**src/rtl/register_command_sequencer.sv**
```systemverilog
// Expands one valid/ready request into a timed burst of single-cycle E/FunSel/I
// commands for a 16-bit register: load, byte load, clear, N-fold inc/dec, clear-then-count.
module register_command_sequencer #(
   parameter int WIDTH = 16,
   parameter int CNT_W = 8
) (
   input  logic             Clock,
   input  logic             Reset,
   input  logic             ReqValid,
   output logic             ReqReady,
   input  logic [2:0]       ReqOp,
   input  logic [WIDTH-1:0] ReqData,
   input  logic [CNT_W-1:0] ReqCount,
   output logic             E,
   output logic [2:0]       FunSel,
   output logic [WIDTH-1:0] I,
   output logic             Busy,
   output logic             Done,
   output logic             Err
);

   localparam logic [2:0] OP_LOAD16     = 3'b000;
   localparam logic [2:0] OP_CLEAR      = 3'b001;
   localparam logic [2:0] OP_LOAD_BYTES = 3'b010;
   localparam logic [2:0] OP_INC_N      = 3'b011;
   localparam logic [2:0] OP_DEC_N      = 3'b100;
   localparam logic [2:0] OP_CLR_INC    = 3'b101;

   localparam logic [2:0] FS_DEC   = 3'b000;
   localparam logic [2:0] FS_INC   = 3'b001;
   localparam logic [2:0] FS_LOAD  = 3'b010;
   localparam logic [2:0] FS_CLEAR = 3'b011;
   localparam logic [2:0] FS_WR_LO = 3'b101;
   localparam logic [2:0] FS_WR_HI = 3'b110;

   localparam logic [CNT_W:0] STEP_ZERO = '0;
   localparam logic [CNT_W:0] STEP_ONE  = (CNT_W+1)'(1);
   localparam logic [CNT_W:0] STEP_TWO  = (CNT_W+1)'(2);

   typedef enum logic {IDLE, RUN} state_t;

   state_t           state_reg;
   logic [2:0]       op_reg;
   logic [WIDTH-1:0] data_reg;
   logic [CNT_W:0]   remain_reg;

   logic [CNT_W:0]   steps;
   logic [2:0]       first_fs;
   logic [WIDTH-1:0] first_i;
   logic [2:0]       follow_fs;
   logic [WIDTH-1:0] follow_i;
   logic             reserved_op;

   assign ReqReady    = (state_reg == IDLE) & ~Reset;
   assign reserved_op = ReqOp[2] & ReqOp[1];

   // Step count and first command of the incoming request.
   always_comb begin
      steps    = STEP_ZERO;
      first_fs = FS_DEC;
      first_i  = '0;
      case (ReqOp)
         OP_LOAD16: begin
            steps    = STEP_ONE;
            first_fs = FS_LOAD;
            first_i  = ReqData;
         end
         OP_CLEAR: begin
            steps    = STEP_ONE;
            first_fs = FS_CLEAR;
         end
         OP_LOAD_BYTES: begin
            steps    = STEP_TWO;
            first_fs = FS_WR_LO;
            first_i  = WIDTH'(ReqData[7:0]);
         end
         OP_INC_N: begin
            steps    = {1'b0, ReqCount};
            first_fs = FS_INC;
         end
         OP_DEC_N: begin
            steps    = {1'b0, ReqCount};
            first_fs = FS_DEC;
         end
         OP_CLR_INC: begin
            steps    = {1'b0, ReqCount} + STEP_ONE;
            first_fs = FS_CLEAR;
         end
         default: begin
            steps    = STEP_ZERO;
            first_fs = FS_DEC;
         end
      endcase
   end

   // Every step after the first is the same command, except the high-byte write.
   always_comb begin
      follow_fs = FS_INC;
      follow_i  = '0;
      case (op_reg)
         OP_LOAD_BYTES: begin
            follow_fs = FS_WR_HI;
            follow_i  = WIDTH'(data_reg[15:8]);
         end
         OP_DEC_N: follow_fs = FS_DEC;
         default:  follow_fs = FS_INC;
      endcase
   end

   always_ff @(posedge Clock) begin
      if (Reset) begin
         state_reg  <= IDLE;
         op_reg     <= '0;
         data_reg   <= '0;
         remain_reg <= '0;
         E          <= 1'b0;
         FunSel     <= FS_DEC;
         I          <= '0;
         Busy       <= 1'b0;
         Done       <= 1'b0;
         Err        <= 1'b0;
      end else begin
         E      <= 1'b0;
         FunSel <= FS_DEC;
         I      <= '0;
         Done   <= 1'b0;
         Err    <= 1'b0;
         case (state_reg)
            IDLE: begin
               if (ReqValid) begin
                  op_reg   <= ReqOp;
                  data_reg <= ReqData;
                  if (steps == STEP_ZERO) begin
                     Done <= 1'b1;
                     Err  <= reserved_op;
                  end else begin
                     state_reg  <= RUN;
                     Busy       <= 1'b1;
                     E          <= 1'b1;
                     FunSel     <= first_fs;
                     I          <= first_i;
                     remain_reg <= steps - STEP_ONE;
                  end
               end
            end
            RUN: begin
               if (remain_reg == STEP_ZERO) begin
                  state_reg <= IDLE;
                  Busy      <= 1'b0;
                  Done      <= 1'b1;
               end else begin
                  remain_reg <= remain_reg - STEP_ONE;
                  E          <= 1'b1;
                  FunSel     <= follow_fs;
                  I          <= follow_i;
               end
            end
            default: state_reg <= IDLE;
         endcase
      end
   end

endmodule
```
**config.mk**
```make
export PLATFORM = sky130hd
export DESIGN_NAME = register_command_sequencer
export DESIGN_NICKNAME = d
export VERILOG_FILES = /design/src/rtl/register_command_sequencer.sv
export SDC_FILE = /design/constraint.sdc
export NUM_CORES = 1
export LEC_CHECK = 0
export ABC_AREA = 1
export CORE_MARGIN = 4
export CORE_UTILIZATION = 45
export CTS_CLUSTER_SIZE = 25
export DETAILED_ROUTE_END_ITERATION = 6
export PLACE_DENSITY_LB_ADDON = 0.15
export SYNTH_ARGS = -nofsm -noshare
export SYNTH_HDL_FRONTEND = slang
export SYNTH_SLANG_ARGS = --single-unit
```
**constraint.sdc**
```tcl
create_clock -name Clock -period 6.5 [get_ports Clock]
set_input_delay 1.95 -clock Clock [delete_from_list [all_inputs] [get_ports Clock]]
set_output_delay 1.95 -clock Clock [all_outputs]
set_load 0.01 [all_outputs]
```
==> results.json <==
{
  "status": "complete, no violations",
  "slowest_stage": "clkdlybuf4s50_1",
  "drive_gt1_share_pct": 4.76,
  "synth_top_cell_by_area": "dfxtp_1",
  "synth_compound_area_share_pct": 12.0,
  "ctsResizeCount": 0,
  "die_w_um": 77.6,
  "timing.rr.end": "I[14]",
  "hold_viol": 0,
  "cts-root-buf": "clkbuf_8",
  "synth_area_per_cell_um2": 6.63,
  "worstMarginPinSlew_ns": 0.750,
  "synth_edf_count": 0,
  "wl_per_cell_um": 11.6,
  "antenna_left": 0,
  "place_congestion": 0.878,
  "arrival_ns": 3.15,
  "rrSetupSlack_ns": 3.85,
  "synth.area.mux_share_pct": 0,
  "overflow": 0,
  "final_max_slew_viol_count": 0,
  "synth_seq_cells": 43,
  "min_to": "data_reg[13]",
  "required_ns": 4.55,
  "synth_area_leaders": "dfxtp_1 39%, nand2_1 15%, inv_1 7.2%",
  "cp_max_fo": 4,
  "rr_startpoint": "state_reg",
  "period_needed_ns": 5.10,
  "die-area_um2": 6020,
  "critPathLaunchType": "input port",
  "initial_core_util_pct": 46.2,
  "ys_seq_area_share_pct": 39.5,
  "cts_hold_buf": 0,
  "num_vias": 2190,
  "power_w": 0.000734,
  "clk_pin_slew_ns": 0.08,
  "period_share_pct": 78.5,
  "critical_path.max_stage_delay_ns": 0.56,
  "synth_top_area_share_pct": 39.5,
  "port_buffers": 53,
  "drt_wl_total_mm": 5.16,
  "crit_top_cell": "clkdlybuf4s50_1",
  "dp_hpwl_mm": 3.72,
  "crit_buf_inv": 2,
  "worst_skew_pair.late_latency_ns": 0.29,
  "power_density_nw_per_um2": 257,
  "htree_levels": 2,
  "min_from": "data_reg[13]",
  "path_class": "input port to output pin",
  "synthAdderAreaFrac_pct": 1.15,
  "yosysMostFrequentCell": "nand2_1",
  "cts_sinks": 43,
  "p_leak_nw": 1.28,
  "holdPathStages": 2,
  "synth_top_family_by_area": "simple AND/OR/NAND/NOR gates",
  "yosys.area_share.simple_pct": 36.5,
  "max_clock_freq_ghz": 0.196,
  "critical-path-top-delay-family": "buffers and inverters",
  "grt_pass1_vias": 2004,
  "drt_first_pass_iters": 4,
  "yosys-top-cells-count": "88 x nand2_1, 43 x dfxtp_1, 42 x inv_1",
  "ys_warn_count": 0,
  "synth-main-ff-cell": "dfxtp_1",
  "synthXorXnorAreaFrac_pct": 0.402,
  "cts_buffer_depth": 2,
  "min_path_type": "register to register",
  "drcViolationCount": 0,
  "die_height_um": 77.6,
  "postCtsSetupBuffers": 0,
  "vias_per_cell": 4.92,
  "peakVddDrop_mv": 0.127,
  "max_cap_violations": 0,
  "path_cells": "clkdlybuf4s50_1 > nor2_1 > clkdlybuf4s50_1",
  "hold_slack_ns": 0.460,
  "drt_iter0_drc": 83,
  "fin_setup_tns_ns": 0,
  "cts_tree": "yes",
  "placed_area_um2": 2730,
  "grt_setup_unrepaired": "false",
  "fin_skew_ns": 0.00401,
  "grt_start_max_net_pins": 25,
  "std_cell_rows": 25,
  "insertedDiodeCount": 0,
  "syn_nets": 361,
  "nNetsFinal": 409,
  "grt_pass1_wl_mm": 8.90,
  "core_area_um2": 4720,
  "numCtsBuffers": 5,
  "largest_reg_flops": 16,
  "antenna_found_initial": 0,
  "postSynthCellCount": 329,
  "finalInstanceArea_um2": 2860,
  "reg2reg_depth": 5,
  "io_pins": 54,
  "synthToLayoutAreaGrowth_pct": 31.0,
  "final-setup-viol-count": 0,
  "max_slew_margin_pct": 49.9,
  "ys_types": 26,
  "syn-cell-area_um2": 2180,
  "async_flop_share_pct": 0,
  "critPathCaptureType": "output pin",
  "grt.total_usage_pct": 17.9
}
placed cells by master (no fill, tap or decap), types with 3 or more instances in the layout:
cell type / n
o21ai_0: 16
nand2_2: 3
dfxtp_1: 43
nand3_1: 31
nand2_1: 88
inv_1: 42
o21ai_1: 4
nor2_1: 32
o22ai_1: 9
nand4_1: 5
nor3b_1: 8
clkbuf_8: 5
clkdlybuf4s50_1: 53
or2_2: 7
a21oi_1: 18
tightest hold or removal path: cells and delay by family (launching register included):
| kind | cells | cell delay [ns] |
|---|---|---|
| flip-flops | 1 | 0.30 |
| buffers and inverters | 1 | 0.06 |
| AO/OA/AOI/OAI | 1 | 0.06 |
power breakdown:
group	internal, W	total (W)	switching [W]	leakage (nW)
Combinational	0.0000766	0.000184	0.000108	0.859
Sequential	0.000290	0.000307	0.0000173	0.353
Clock	0.000154	0.000242	0.0000888	0.0654
routing by layer:
layer	track usage (%)	vias up	routed length (µm)
met5	0	-	0
met1	23.2	974	2440
li1	-	1150	-
met3	4.18	7	311
met2	29.6	59	2350
met4	5.34	0	55
through the flow:
stage | util (%) | worst slack (ns) | std cells
floorplan | - | 2.44 | 329
global placement | 57.7 | 1.39 | 437
detailed placement | 57.7 | 1.40 | 437
CTS | 60.5 | 1.39 | 445
global route | 60.5 | 1.35 | 445
finish | 60.5 | 1.40 | 445
layout make-up:
| type | count | area, µm² |
|---|---|---|
| flip-flops and latches | 43 | 861 |
| clock inverters | 2 | 60.1 |
| clock buffers | 6 | 72.6 |
| well taps | 67 | 83.8 |
| repair buffers | 53 | 531 |
| fillers | 454 | 1870 |
| multi-input cells | 232 | 1090 |
| inverters | 42 | 158 |
worst max path at each step:
stage                      from        to  slack (ns)  cells past startpoint
final                     Reset  ReqReady        1.40                      3
after global routing      Reset  ReqReady        1.35                      3
after CTS                 Reset  ReqReady        1.39                      3
after detailed placement  Reset  ReqReady        1.40                      3
after global placement    Reset  ReqReady        1.39                      3
after floorplan           Reset  ReqReady        2.44                      1
kinds of logic after synthesis:
kind of cell,after synthesis
buffers and inverters,54
flip-flops,43
AO/OA/AOI/OAI,49
AND/OR/NAND/NOR,180
adder cells (fa/ha/maj),2
XOR/XNOR,1
Power figures use the tool's default switching activity.
